<file path="src/rtl/scan_mux_seq.sv">
`default_nettype none
// ============================================================================
//  Module      : scan_mux_seq
//  Description : N:1 channel multiplexer with a registered valid/ready output
//                and a built-in sweep sequencer.
//                Manual mode forwards the channel picked by sel_in_i on every
//                free output slot. Scan mode walks channels 0..NCH-1 once per
//                start pulse, one beat per channel with a programmable
//                minimum dwell between captures, then pulses done_o.
//  Ports       : clk, rst       - clock, synchronous active-high reset
//                in_bus_i       - packed channels, ch k = [k*WIDTH +: WIDTH]
//                mode_i         - 0 manual, 1 scan (looked at only in IDLE)
//                sel_in_i       - manual channel select
//                start_i        - scan start pulse
//                out_data_o/out_ch_o/out_valid_o/out_ready_i - output beat
//                busy_o         - scan in progress
//                done_o         - 1-cycle pulse after last scan beat accepted
//                sel_err_o      - 1-cycle pulse with an out-of-range capture
//  Revision    : 1.0 - initial release
// ============================================================================
module scan_mux_seq #(
    parameter int WIDTH = 8,
    parameter int NCH   = 8,
    parameter int SELW  = 3,
    parameter int DWELL = 1
) (
    input  logic                 clk,
    input  logic                 rst,
    input  logic [NCH*WIDTH-1:0] in_bus_i,
    input  logic                 mode_i,
    input  logic [SELW-1:0]      sel_in_i,
    input  logic                 start_i,
    output logic [WIDTH-1:0]     out_data_o,
    output logic [SELW-1:0]      out_ch_o,
    output logic                 out_valid_o,
    input  logic                 out_ready_i,
    output logic                 busy_o,
    output logic                 done_o,
    output logic                 sel_err_o
);

    // Dwell counter only ever holds DWELL-1 down to 0.
    localparam int              DWW            = (DWELL > 1) ? $clog2(DWELL) : 1;
    localparam logic [DWW-1:0]  c_DWELL_RELOAD = DWW'(DWELL - 1);
    localparam logic [SELW-1:0] c_LAST_CH      = SELW'(NCH - 1);

    localparam logic [1:0] c_ST_IDLE  = 2'd0;
    localparam logic [1:0] c_ST_SCAN  = 2'd1;
    localparam logic [1:0] c_ST_DRAIN = 2'd2;

    logic [1:0]       state_q,   state_d;
    logic [WIDTH-1:0] data_q,    data_d;
    logic [SELW-1:0]  ch_q,      ch_d;
    logic             valid_q,   valid_d;
    logic             done_q,    done_d;
    logic             sel_err_q, sel_err_d;
    logic [SELW-1:0]  scan_ch_q, scan_ch_d;
    logic [DWW-1:0]   dwell_q,   dwell_d;

    logic [WIDTH-1:0] w_ch [NCH];
    logic [SELW-1:0]  w_mux_sel;
    logic [WIDTH-1:0] w_mux_data;
    logic             w_sel_hit;
    logic             w_slot_free;
    logic             w_scan_fire;

    for (genvar k = 0; k < NCH; k++) begin : g_ch
        assign w_ch[k] = in_bus_i[k*WIDTH +: WIDTH];
    end

    assign w_slot_free = !valid_q || out_ready_i;
    assign w_mux_sel   = (state_q == c_ST_SCAN) ? scan_ch_q : sel_in_i;
    assign w_scan_fire = (state_q == c_ST_SCAN) && w_slot_free && (dwell_q == '0);

    // Decoded mux: a select that matches no channel yields zero data and
    // leaves w_sel_hit low, which is what flags a manual select error.
    always_comb begin
        w_mux_data = '0;
        w_sel_hit  = 1'b0;
        for (int k = 0; k < NCH; k++) begin
            if (w_mux_sel == SELW'(k)) begin
                w_mux_data = w_ch[k];
                w_sel_hit  = 1'b1;
            end
        end
    end

    // State and datapath registers
    always_ff @(posedge clk) begin
        if (rst) begin
            state_q   <= c_ST_IDLE;
            data_q    <= '0;
            ch_q      <= '0;
            valid_q   <= 1'b0;
            done_q    <= 1'b0;
            sel_err_q <= 1'b0;
            scan_ch_q <= '0;
            dwell_q   <= '0;
        end else begin
            state_q   <= state_d;
            data_q    <= data_d;
            ch_q      <= ch_d;
            valid_q   <= valid_d;
            done_q    <= done_d;
            sel_err_q <= sel_err_d;
            scan_ch_q <= scan_ch_d;
            dwell_q   <= dwell_d;
        end
    end

    // Next-state logic
    always_comb begin
        state_d = state_q;
        case (state_q)
            c_ST_IDLE:  if (mode_i && start_i && w_slot_free) state_d = c_ST_SCAN;
            c_ST_SCAN:  if (w_scan_fire && (scan_ch_q == c_LAST_CH)) state_d = c_ST_DRAIN;
            c_ST_DRAIN: if (valid_q && out_ready_i) state_d = c_ST_IDLE;
            default:    state_d = c_ST_IDLE;
        endcase
    end

    // Datapath / counter next values
    always_comb begin
        data_d    = data_q;
        ch_d      = ch_q;
        valid_d   = valid_q;
        done_d    = 1'b0;
        sel_err_d = 1'b0;
        scan_ch_d = scan_ch_q;
        dwell_d   = dwell_q;
        case (state_q)
            c_ST_IDLE: begin
                if (w_slot_free) begin
                    if (!mode_i) begin
                        data_d    = w_mux_data;
                        ch_d      = sel_in_i;
                        valid_d   = 1'b1;
                        sel_err_d = !w_sel_hit;
                    end else begin
                        // Scan mode idles with no beat; a start only counts
                        // once any manual beat has been accepted.
                        valid_d = 1'b0;
                        if (start_i) begin
                            scan_ch_d = '0;
                            dwell_d   = '0;
                        end
                    end
                end
            end
            c_ST_SCAN: begin
                if (w_scan_fire) begin
                    data_d  = w_mux_data;
                    ch_d    = scan_ch_q;
                    valid_d = 1'b1;
                    dwell_d = c_DWELL_RELOAD;
                    if (scan_ch_q != c_LAST_CH) begin
                        scan_ch_d = scan_ch_q + SELW'(1);
                    end
                end else begin
                    // Dwell runs down independently of downstream ready.
                    if (dwell_q != '0) begin
                        dwell_d = dwell_q - DWW'(1);
                    end
                    if (w_slot_free) begin
                        valid_d = 1'b0;
                    end
                end
            end
            c_ST_DRAIN: begin
                if (valid_q && out_ready_i) begin
                    valid_d = 1'b0;
                    done_d  = 1'b1;
                end
            end
            default: begin
                valid_d = 1'b0;
            end
        endcase
    end

    // Outputs
    always_comb begin
        out_data_o  = data_q;
        out_ch_o    = ch_q;
        out_valid_o = valid_q;
        busy_o      = (state_q != c_ST_IDLE);
        done_o      = done_q;
        sel_err_o   = sel_err_q;
    end

endmodule
`default_nettype wire

</file>
<file path="config.mk">
export PLATFORM = sky130hd
export DESIGN_NAME = scan_mux_seq
export DESIGN_NICKNAME = d
export VERILOG_FILES = /design/src/rtl/scan_mux_seq.sv
export SDC_FILE = /design/constraint.sdc
export NUM_CORES = 1
export LEC_CHECK = 0
export CORE_UTILIZATION = 39
export DETAILED_ROUTE_END_ITERATION = 8
export PLACE_DENSITY_LB_ADDON = 0.05
export SETUP_SLACK_MARGIN = 0.3
export SLEW_MARGIN = 20
export SYNTH_ARGS = -nofsm -noshare
export SYNTH_HDL_FRONTEND = slang
export SYNTH_SLANG_ARGS = --single-unit
</file>
<file path="constraint.sdc">
create_clock -name clk -period 2 [get_ports clk]
set_input_delay 0.6 -clock clk [delete_from_list [all_inputs] [get_ports clk]]
set_output_delay 0.6 -clock clk [all_outputs]
set_load 0.02 [all_outputs]
</file>
==> key figures <==
Critical path
  • Buf/Inv on CP: 2
  • Setup CP Type: flip-flop to flip-flop
  • Setup crit start kind: flip-flop
  • Slowest cell delay on critical path: 0.35 ns
  • Worst Path Required: 2.17 ns
  • Element type at the critical path end: flip-flop
  • Crit. Startpoint: state_q[1]$_SDFFE_PP0P_
  • RR Startpoint: state_q[1]$_SDFFE_PP0P_
  • Crit-path leading delay family: multiplexers
  • Crit path DAT: 1.97 ns
  • CP max FO: 5
  • CP Cell Sequence: nand2b_4 -> mux2i_4 -> buf_6 -> buf_16 -> mux2i_1 -> o221ai_1 -> a22o_1
  • Slowest CP cell: dfxtp_2

Synth
  • Synthesized area: 0.00162 mm^2
  • Count leader, synth: mux2i_1
  • Ys flop type: dfxtp_1
  • Mapped Cells: just under 200
  • Yosys reg bits: 19
  • Mapped Nets: 272
  • Synth area leaders: dfxtp_1 (24%), mux2i_1 (15%), o21ai_0 (5.9%)
  • Post-synth top area share: 23.5%
  • Library cells used by synthesis: 46
  • Most instantiated cells after synthesis: mux2i_1 (25), dfxtp_1 (19), o21ai_0 (19), nand2_1 (16), nor3_1 (14)
  • Async SR Flop Fraction: 0%
  • Yosys warns: 0
  • Post-synthesis sequential area ratio: 23.5%
  • Syn Area/Cell: 8.17 um^2
  • Yosys top cell by area: dfxtp_1
  • Number of synthesized flops with an enable pin: 0

Floorplanning
  • FP Rows: 23
  • DIE AREA: ~0.0044 mm^2
  • Area of the core: 0.00400 mm^2
  • Die H: 66.4 um
  • Io pins: 87
  • Die Wd: 66.4 um
  • Initial Util: 40.4%

STA
  • Minimum hold slack: 0.483 ns
  • Setup TNS: 0 ns
  • PnR worst setup slack: 0.200 ns
  • Unrepaired setup endpoints after global routing: true
  • Final Skew: 0.00225 ns
  • Fmax: 555 MHz
  • Minimum clock period: 1.80 ns
  • # setup viols final: 0
  • Crit share post-route: between 90% and 100%
  • Pins Over Slew Limit: 0
  • Hold violation count in the final report: 0

Routing
  • DR pass1 iterations: 5
  • Via count: between 2000 and 2500
  • Drt wl/cell: 18.6 um
  • Drt total wl: 6.99 mm
  • Number of remaining DRC errors: 0
  • Via/cell ratio: 5.82
  • Antenna viol nets, final: 0
  • Starting DRC count in detailed routing: 174

GRT
  • Initial antenna violation count: 0
  • Grt total ovfl: 0
  • Overall routing resource usage: ~30%
  • Vias in the first global route: 2083
  • Largest net degree at the start of global routing: 12
  • First-pass GRT wire length: 10.2 mm

Clock tree
  • TritonCTS clock tree: done
  • Num CTS Buffers: 3
  • Max clock buf depth: 2
  • CTS Sinks: 19
  • Clk_lat worst skew: 0.27 ns
  • Root buffer cell: clkbuf_8
  • H-Tree Level Count: 1
  • CTS Hold Bufs: 0
  • Worst-path clk slew: 0.08 ns

Placed design
  • Gpl congestion: between 0.8 and 0.9
  • Placed cell areas: 0.00271 mm^2
  • Placed Cells: 350
  • DP Worst Slack: -0.292 ns
  • Post-DP HPWL: approximately 4.3 mm
  • PortBufs: 86

Power
  • Leakage power: about 0.0013 uW
  • Worst vdd ir: 0.000431 V
  • Pwr/cell area: 452 mW/mm^2

Cells and area
  • Design area: 0.00320 mm^2
  • P&R area growth vs syn: 97.5%
  • Share of cells above drive strength 1: 31.1%
  • Final nets: 400
  • Fillers: 265
  • Ant diodes: 0
  • Finished Layout Cells: 375

Outcome
  • Status: finished, final reports clean

Flow run
  • Max-Cap Viols: 0

Min path
  • Hold Startpoint: out_valid_o$_SDFFE_PP0P_
  • Worst hold path type: flip-flop to flip-flop
per-stage QoR:
step | util (%) | power, uW
after floorplan | - | 710
after global placement | 67.6 | 1020
after detailed placement | 67.6 | 1020
after CTS | 77.4 | 1390
after global routing | 79.9 | 1500
final | 79.9 | 1440
area by class of cell:
class | instances | area [um^2] | share of cell area [%]
clock inverter | 1 | 5.00 | 0.157
timing repair buffer | 133 | 1290 | 40.5
multi-input combinational | 165 | 1390 | 43.4
sequential | 19 | 392 | 12.3
inverter | 4 | 15.0 | 0.470
tap | 50 | 62.6 | 1.96
clock buffer | 3 | 41.3 | 1.29
worst paths after layout:
check,end,slack [ns],depth (start not counted)
max,out_data_o[5]$_SDFFE_PP0P_,0.20,7
min,done_o$_SDFF_PP0_,0.48,2
max reg2reg,out_data_o[5]$_SDFFE_PP0P_,0.20,7
min reg2reg,done_o$_SDFF_PP0_,0.48,2
per-layer routing:
metal	wire, um	up-vias	track usage, %
met2	3520	115	54.6
met3	590	11	4.31
li1	-	1019	-
met5	0	-	0
met4	92	0	9.31
met1	2790	1038	37.9
report_power, final:
group / internal [uW] / switching (uW) / leakage, uW
clock: 139 / 152 / 0.0000255
combinational: 405 / 322 / 0.00114
sequential: 407 / 18.0 / 0.000159
what timing repair did:
item,in CTS,in global routing
setup buffers,13,5
pin swaps,17,13
resized for setup,77,14
cloned,3,0
endpoints found under the setup margin,27,13
sequential cells by signal, summed over array words and instances (netlist names):
register	flops
out_data_o	8
out_ch_o	3
scan_ch_q	3
state_q	2
done_o	1
out_valid_o	1
sel_err_o	1
worst min-delay path, stage by stage (launching register included):
cell	delay, ns
dfxtp_1	0.35
nand2_1	0.07
nor3_1	0.04
cell families (layout without fill, tap and decap cells):
group	Yosys count	after routing	share of synthesized area, %
buf+inv	16	141	5.57
other cells	1	1	0.232
flops	19	19	23.5
fa+ha+maj	2	2	1.55
mux	28	29	17.9
compound gates	65	65	28.5
simple gates	67	68	22.7
cells in the final DEF (no fill, tap or decap), types with 2 or more instances in the layout:
master / instances
a211oi_1: 5
a211oi_2: 4
a21oi_1: 6
a22o_1: 5
a31oi_4: 3
a32o_1: 3
and4b_1: 2
and4bb_1: 2
buf_12: 4
buf_4: 33
buf_6: 9
clkbuf_8: 3
clkdlybuf4s15_2: 2
clkdlybuf4s50_1: 65
dfxtp_1: 14
dfxtp_2: 3
dfxtp_4: 2
dlygate4sd2_1: 17
inv_2: 2
mux2_4: 3
mux2i_1: 21
mux2i_4: 4
nand2_1: 14
nand2b_1: 4
nand2b_4: 2
nand3_1: 3
nor2_1: 12
nor3_1: 11
nor3_2: 3
nor3_4: 2
o21ai_0: 15
o21ai_1: 9
o221ai_1: 5
or3_4: 2
No activity file was read; power rests on OpenSTA's default activity.
